<file path="src/rtl/xor_stream_cipher_core.sv">
`default_nettype none
// +-----------------------------------------------------------------------+
// | xor_stream_cipher_core: serial-load XOR stream cipher, framed output  |
// | Rev 1.0                                                               |
// +-----------------------------------------------------------------------+
module xor_stream_cipher_core #(
    parameter int KEY_W = 8,
    parameter int MSG_W = 16
) (
    input  logic       iClk,
    input  logic       iRst,
    input  logic       iEn,
    input  logic       iSerial_in,
    input  logic       iLoad_key,
    input  logic       iLoad_msg,
    input  logic [1:0] iMode,
    output logic       oSerial_out,
    output logic       oSerial_start,
    output logic       oSerial_end,
    output logic       oBusy,
    output logic       oKey_valid,
    output logic       oErr
);

    localparam int KC_W = $clog2(KEY_W + 1);
    localparam int MC_W = $clog2(MSG_W + 2);

    localparam logic [1:0] c_IDLE     = 2'd0;
    localparam logic [1:0] c_LOAD_KEY = 2'd1;
    localparam logic [1:0] c_LOAD_MSG = 2'd2;
    localparam logic [1:0] c_XMIT     = 2'd3;

    localparam logic [KC_W-1:0] c_KEY_FULL = KC_W'(KEY_W);
    localparam logic [MC_W-1:0] c_MSG_FULL = MC_W'(MSG_W);
    localparam logic [MC_W-1:0] c_MSG_OVER = MC_W'(MSG_W + 1);
    localparam logic [MC_W-1:0] c_MSG_LAST = MC_W'(MSG_W - 1);

    logic [1:0]       r_state, w_state_nxt;
    logic [KEY_W-1:0] r_key, r_work, w_work_cur, w_work_shift, w_key_shift;
    logic [MSG_W-1:0] r_msg, w_msg_shift;
    logic [KC_W-1:0]  r_kcnt, w_kcnt_base, w_kcnt_inc;
    logic [MC_W-1:0]  r_mcnt, w_mcnt_base, w_mcnt_inc, r_bidx;
    logic [1:0]       r_mode, w_mode_cur;
    logic             w_key_load, w_msg_load, w_xmit_go, w_xmit_done, w_emit;
    logic             w_bit, w_fill;
    logic             w_out_nxt, w_start_nxt, w_end_nxt, w_busy_nxt, w_err_nxt;

    assign w_key_load = ((r_state == c_IDLE) && iLoad_key && !iLoad_msg) ||
                        ((r_state == c_LOAD_KEY) && iLoad_key);
    assign w_msg_load = ((r_state == c_IDLE) && iLoad_msg && !iLoad_key) ||
                        ((r_state == c_LOAD_MSG) && iLoad_msg);
    assign w_xmit_go  = (r_state == c_LOAD_MSG) && !iLoad_msg &&
                        (r_mcnt == c_MSG_FULL) && oKey_valid;
    assign w_xmit_done = (r_state == c_XMIT) && (r_bidx == c_MSG_FULL);
    assign w_emit      = w_xmit_go || ((r_state == c_XMIT) && !w_xmit_done);

    // Counters restart from zero whenever a load begins from IDLE
    assign w_kcnt_base = (r_state == c_IDLE) ? '0 : r_kcnt;
    assign w_kcnt_inc  = (w_kcnt_base == c_KEY_FULL) ? w_kcnt_base : w_kcnt_base + KC_W'(1);
    assign w_mcnt_base = (r_state == c_IDLE) ? '0 : r_mcnt;
    assign w_mcnt_inc  = (w_mcnt_base == c_MSG_OVER) ? w_mcnt_base : w_mcnt_base + MC_W'(1);

    assign w_key_shift = (r_key << 1) | KEY_W'(iSerial_in);
    assign w_msg_shift = (r_msg << 1) | MSG_W'(iSerial_in);

    // On the XMIT entry edge the first bit comes straight from the stored key
    assign w_work_cur = (r_state == c_XMIT) ? r_work : r_key;
    assign w_mode_cur = (r_state == c_XMIT) ? r_mode : iMode;
    assign w_bit      = r_msg[MSG_W-1] ^ w_work_cur[KEY_W-1];

    always_comb begin
        w_fill = w_work_cur[KEY_W-1];
        case (w_mode_cur)
            2'b01:   w_fill = w_bit;
            2'b10:   w_fill = r_msg[MSG_W-1];
            default: w_fill = w_work_cur[KEY_W-1];
        endcase
    end

    assign w_work_shift = (w_work_cur << 1) | KEY_W'(w_fill);

    always_ff @(posedge iClk) begin
        if (iRst) begin
            r_state <= c_IDLE;
        end else if (iEn) begin
            r_state <= w_state_nxt;
        end
    end

    always_comb begin
        w_state_nxt = r_state;
        case (r_state)
            c_IDLE: begin
                if (iLoad_key && !iLoad_msg)
                    w_state_nxt = c_LOAD_KEY;
                else if (iLoad_msg && !iLoad_key)
                    w_state_nxt = c_LOAD_MSG;
            end
            c_LOAD_KEY: if (!iLoad_key) w_state_nxt = c_IDLE;
            c_LOAD_MSG: if (!iLoad_msg) w_state_nxt = w_xmit_go ? c_XMIT : c_IDLE;
            c_XMIT:     if (w_xmit_done) w_state_nxt = c_IDLE;
            default:    w_state_nxt = c_IDLE;
        endcase
    end

    always_comb begin
        w_out_nxt   = w_emit ? w_bit : 1'b0;
        w_busy_nxt  = w_emit;
        w_start_nxt = w_xmit_go;
        w_end_nxt   = w_emit && (w_xmit_go ? (MSG_W == 1) : (r_bidx == c_MSG_LAST));
        w_err_nxt   = ((r_state == c_IDLE) && iLoad_key && iLoad_msg) ||
                      ((r_state == c_LOAD_MSG) && !iLoad_msg && !w_xmit_go);
    end

    always_ff @(posedge iClk) begin
        if (iRst) begin
            r_key         <= '0;
            r_work        <= '0;
            r_msg         <= '0;
            r_kcnt        <= '0;
            r_mcnt        <= '0;
            r_bidx        <= '0;
            r_mode        <= '0;
            oKey_valid    <= 1'b0;
            oSerial_out   <= 1'b0;
            oSerial_start <= 1'b0;
            oSerial_end   <= 1'b0;
            oBusy         <= 1'b0;
            oErr          <= 1'b0;
        end else if (iEn) begin
            oSerial_out   <= w_out_nxt;
            oSerial_start <= w_start_nxt;
            oSerial_end   <= w_end_nxt;
            oBusy         <= w_busy_nxt;
            oErr          <= w_err_nxt;
            if (w_key_load) begin
                r_key  <= w_key_shift;
                r_kcnt <= w_kcnt_inc;
                if (w_kcnt_inc == c_KEY_FULL)
                    oKey_valid <= 1'b1;
            end
            if (w_msg_load) begin
                r_msg  <= w_msg_shift;
                r_mcnt <= w_mcnt_inc;
            end
            if (w_emit) begin
                r_msg  <= r_msg << 1;
                r_work <= w_work_shift;
                r_bidx <= w_xmit_go ? MC_W'(1) : r_bidx + MC_W'(1);
            end
            if (w_xmit_go)
                r_mode <= iMode;
        end
    end

endmodule
`default_nettype wire

</file>
<file path="config.mk">
export PLATFORM = sky130hd
export DESIGN_NAME = xor_stream_cipher_core
export DESIGN_NICKNAME = d
export VERILOG_FILES = /design/src/rtl/xor_stream_cipher_core.sv
export SDC_FILE = /design/constraint.sdc
export NUM_CORES = 1
export LEC_CHECK = 0
export CAP_MARGIN = 20
export CORE_ASPECT_RATIO = 0.7
export CORE_MARGIN = 2
export CORE_UTILIZATION = 45
export CTS_CLUSTER_DIAMETER = 80
export DETAILED_ROUTE_END_ITERATION = 7
export DONT_BUFFER_PORTS = 1
export PLACE_DENSITY = 0.62
export RECOVER_POWER = 100
export SETUP_SLACK_MARGIN = 0.5
export SYNTH_ARGS = -nofsm -noshare
export SYNTH_HDL_FRONTEND = slang
export SYNTH_SLANG_ARGS = --single-unit
</file>
<file path="constraint.sdc">
create_clock -name iClk -period 2.2 [get_ports iClk]
set_input_delay 0.44 -clock iClk [delete_from_list [all_inputs] [get_ports iClk]]
set_output_delay 0.44 -clock iClk [all_outputs]
set_load 0.01 [all_outputs]
</file>
# Yosys cells after proc, flatten, opt, wreduce, memory -nomap -nowiden
# Index checks and enable logic that the tools add are counted.
dict set report word_totals {
  reg_bits 56
  input_bits 8
  output_inout_bits 6
}
dict set report op_classes {
  bitwise_logic 4
  n_addsub 3
  n_eq_ne 15
  muxes 19
  reduce_logical 33
}
# op n
set op_table {}
lappend op_table {{16-bit two-way mux} 2}
lappend op_table {{1-bit logical AND} 16}
lappend op_table {{16-bit by 1-bit bitwise OR with 16-bit output} 1}
lappend op_table {{8-bit by 1-bit bitwise OR with 8-bit output} 2}
lappend op_table {{5-bit == test (second input constant)} 3}
lappend op_table {{5-bit two-way mux} 3}
lappend op_table {{2-bit two-way mux} 7}
lappend op_table {{5-bit by 1-bit adder with 5-bit output (second input constant)} 2}
lappend op_table {{2-bit AND reduction} 5}
lappend op_table {{4-bit == test (second input constant)} 2}
lappend op_table {{4-bit two-way mux} 2}
lappend op_table {{8-bit two-way mux} 1}
lappend op_table {{2-bit one-hot mux with 4 select lines} 1}
lappend op_table {{2-bit == test (second input constant)} 3}
lappend op_table {{2-bit inequality test (second input constant)} 3}
lappend op_table {{5-bit by 4-bit == test with 1-bit output (second input constant)} 1}
lappend op_table {{5-bit AND reduction} 1}
lappend op_table {{4-bit by 1-bit adder with 4-bit output (second input constant)} 1}
lappend op_table {{2-bit by 1-bit == test with 1-bit output (second input constant)} 2}
lappend op_table {{1-bit logical NOT} 4}
lappend op_table {{1-bit logical OR} 4}
lappend op_table {{3-bit by 1-bit inequality test with 1-bit output (second input constant)} 1}
lappend op_table {{3-bit AND reduction} 1}
lappend op_table {{2-bit logical NOT} 1}
lappend op_table {{4 further kinds} 5}

# Longest topological paths before layout
dict set report depth {
  ltp_word 7
  depth_mapped 10
  ltp_nobuf 8
}

# Worst setup path after synthesis
# OpenSTA, ideal clock, no wires.
dict set report synth_path {
  path_kind {register to register}
  start {reg r_state[0]}
  end {reg r_mcnt[1]}
  synth_period_minus_slack_ns 2.217
  setup_time_ns 0.086
  path_stages_with_launch 10
  setup_slack_ns -0.017
  t_required_ns 2.114
  arrival_time_ns 2.132
  path_cell_list {dfxtp_1 buf_6 or2_2 buf_2 and2_1 ha_1 and4bb_2 a2111oi_2 nor2_1 a211oi_1}
}
dict set report synth_between {
  elab_chain_len 5
  elab_cells_between_ends 11
  classes_between {1 x add/sub; 2 x eq/ne; 2 x mux; 6 x reduce/logical}
}
# element line_no
set synth_lines {}
lappend synth_lines {{start, declared} 38} ;# logic [1:0] r_state, w_state_nxt;
lappend synth_lines {{start signal, assigned} 84} ;# r_state <= c_IDLE;
lappend synth_lines {{start signal, assigned} 86} ;# r_state <= w_state_nxt;
lappend synth_lines {{parallel branches: the longest is 5 deep, another holds 5-bit by 1-bit adder with 5-bit output} --}
lappend synth_lines {{end signal, assigned} 144} ;# r_mcnt <= w_mcnt_inc;
lappend synth_lines {{end, declared} 42} ;# logic [MC_W-1:0] r_mcnt, w_mcnt_base, w_mcnt_inc, r_bidx;
# Parallel ways; which one is timed is not known.
# A chain may end at the register's enable or synchronous reset.

# Worst setup path in the final report
dict set report layout_path {
  start {reg r_state[0]}
  end {reg r_work[0]}
}
dict set report layout_between {
  elab_chain_len 6
  elab_cells_between_ends 17
  classes_between {4 x eq/ne; 3 x mux; 2 x bitwise; 8 x reduce/logical}
}
# element line_no
set layout_lines {}
lappend layout_lines {{parallel branches: the longest is 6 deep, another holds 8-bit by 1-bit bitwise OR with 8-bit output} --}
lappend layout_lines {{end signal, assigned} 148} ;# r_work <= w_work_shift;
lappend layout_lines {{end, declared} 39} ;# logic [KEY_W-1:0] r_key, r_work, w_work_cur, w_work_shift, w_key_shift;
# Parallel ways; which one is timed is not known.

==> out/results.tsv <==
metric	value	unit
status	finished clean	
fill_cells	562	
route.met3.wl	295	um
cp_data_arrival_time	2.29	ns
async_flop_share	0	%
dp_slack	0.159	ns
maxSlewViolCount	0	
drt-total-wl	6170	um
start_kind	flop	
drv_cap	0	
cp.required	2.44	ns
final_cell_mix	nand2_1, dfxtp_1, a21oi_1	
reg2reg_to	r_work[0]	
grt_max_degree	42	
dr_wl_met2	2590	um
die_w	96.4	um
timing.fmax	488	MHz
path_depth	7	
route.detailed.drc	0	
hold_violations	0	
setup_viol	0	
finalInstanceArea	3040	um^2
ir_worst_vdd	0.269	mV
slew-limit-headroom	65.7	%
io_buffers	0	
syn_avg_cell_area	8.51	um^2
hold_path.class	input port to flop	
crit_type	flop to flop	
area_growth	13.2	%
syn_nets	331	
reg2reg_depth	7	
avgRoutedWirePerCell	15.3	um
dr.pass1.iters	4	
rsz0062_at_grt	true	
clk_latency	0.32	ns
vias_per_cell	5.69	
antenna_found_initial	0	
path_clk_slew	0.10	ns
ff2ff_setup_slack	0.15	ns
multi_input_area	1530	um^2
ant_nets	0	
drt_iter0_markers	123	
ys_types	54	
grt_pass1_wl	9720	um
cts_made_buffers	5	
layout-drive-gt1-share	18.0	%
grt_usage	19.0	%
timing.final.crit_share	93.2	%
hold_path_end	r_mcnt[2]	
regArea	1130	um^2
fin_ws	0.151	ns
reg2reg_from	r_state[0]	
root_buffer	clkbuf_8	
gp_congestion	0.760	
cts_num_sinks	56	
top_layer	met4	
path_buf_inv	1	
hpwl	3790	um
ys_seq_elements	56	
rows	23	
critical-path-max-stage-delay	0.42	ns
cts_max_level	2	
yosys.area.top_type_share	41.7	%
tns	0	ns
fin_skew	0.00721	ns
post-route-util	52.9	%
synthFlopType	dfxtp_1	
synth_area_leaders	dfxtp_1, nand2_1, mux2i_1	
wl_met1	3190	um
synth_enable_flop_cells	0	
dpl-instance-area	2740	um^2
yosysSeqAreaShare	41.7	%
power.leakage	1.06	nW
end_kind	flop	
diodes	0	
whs_path_depth	1	
worst_pin_slew	0.512	ns
cts_tree	done	
min_from	iRst	
cpMaxStageDelayCell	dfxtp_1	
power_density	605	nW/um^2
core	5760	um^2
synth_warnings	0	
p_total	1.84	mW
synth_top_cell_by_area	dfxtp_1	
num_vias	2286	
clock_path_buffers	2	
start_util	46.7	%
fp.dieH	68.7	um
layout_commonest_cell	nand2_1	
synthesis.area	2690	um^2
crit_chain	nand2_1 -> mux2_4 -> inv_2 -> ha_4 -> a31oi_1 -> or3b_4 -> a311oi_2	
first_global_vias	1982	
crit_family	simple AND/OR/NAND/NOR gates	
nNetsFinal	341	
syn_inst	316	
die-area	6620	um^2
fin_crit	2.05	ns
worstPathMaxFanout	8	
grt_overflow	0	
io_pins	14	
## worst reg2reg max path: cells and delay by family, from the launching register on
| family | cells | cell delay [ns] |
|---|---|---|
| buffers and inverters | 1 | 0.07 |
| muxes | 1 | 0.40 |
| and+or+nand+nor | 2 | 0.64 |
| DFF | 1 | 0.42 |
| adders and majority gates | 1 | 0.12 |
| AOI/OAI and AO/OA | 2 | 0.34 |
## cell type report
| cell class | instances | area share [%] |
|---|---|---|
| Clock buffer | 6 | 2.38 |
| Clock inverter | 2 | 0.534 |
| Inverter | 11 | 1.40 |
| Multi-Input combinational cell | 229 | 50.3 |
| Sequential cell | 56 | 37.0 |
| Tap cell | 75 | 3.08 |
| Timing Repair Buffer | 23 | 5.30 |
## where the power goes
part	internal, mW	switching (mW)	total, mW
combinational	0.0986	0.121	0.220
sequential	1.03	0.0181	1.05
clock	0.227	0.347	0.574
## cells in the mapped netlist, types with 2 or more instances
cell        n
nand2b_1    2
a22oi_1     2
o2111ai_1   3
and2_0      2
or3b_2      2
dfxtp_1    56
clkbuf_1    9
or4_1       4
and3_1      4
ha_1        7
nor3_1     11
nand2_1    62
nand3_1    10
a211oi_1    3
o22ai_1     2
a21oi_1    28
inv_1       9
a31oi_1     5
a311oi_1   10
nor3b_1     2
and4bb_2    2
mux2i_1    16
nor2b_1     2
buf_2       5
o21ai_0     9
and2_1      3
buf_6       5
nor2_1     14
nand4b_1    2
## routing by layer
layer	up-vias	track usage, %
li1	1143	-
met1	1087	27.2
met2	46	28.3
met3	10	4.35
met4	0	6.34
met5	-	0
## registers in the layout, indices dropped and copies added, names as in the netlist
register / cells
r_msg: 16
oBusy: 1
r_state: 2
oKey_valid: 1
r_bidx: 5
oErr: 1
oSerial_out: 1
r_kcnt: 4
r_mcnt: 5
r_mode: 2
oSerial_start: 1
oSerial_end: 1
r_key: 8
r_work: 8
## how the worst max path moves through the flow
| stage | slack (ns) | to | startpoint |
|---|---|---|---|
| 3_5_place_dp | 0.16 | r_work[0] | r_state[1] |
| 5_1_grt | 0.06 | r_work[0] | r_state[0] |
| 4_1_cts | 0.25 | r_mcnt[0] | r_state[1] |
| 2_1_floorplan | 0.23 | r_mcnt[0] | r_state[0] |
| 6_report | 0.15 | r_work[0] | r_state[0] |
| 3_3_place_gp | 0.23 | r_work[0] | r_state[1] |
## cell families after synthesis
group	synth area share [%]
adder cells (fa/ha/maj)	3.26
multiplexers	6.37
AND/OR/NAND/NOR	25.3
buffers and inverters	6.46
flip-flops	41.7
AO/OA/AOI/OAI	16.7
XOR/XNOR	0.326
## through the flow
stage	hold WS (ns)	instances
2_1_floorplan	0.431	316
3_3_place_gp	0.435	377
3_5_place_dp	0.440	377
4_1_cts	0.174	394
5_1_grt	0.155	402
6_report	0.173	402
## timing repair
action                     in CTS  in global routing
setup buffers                   9                  7
setup endpoints to repair      46                 45
resized for setup               9                 37
hold buffers                    0                  0
pin swaps                       1                 15
gates cloned                    0                  1
(Power assumes the default switching activity.)
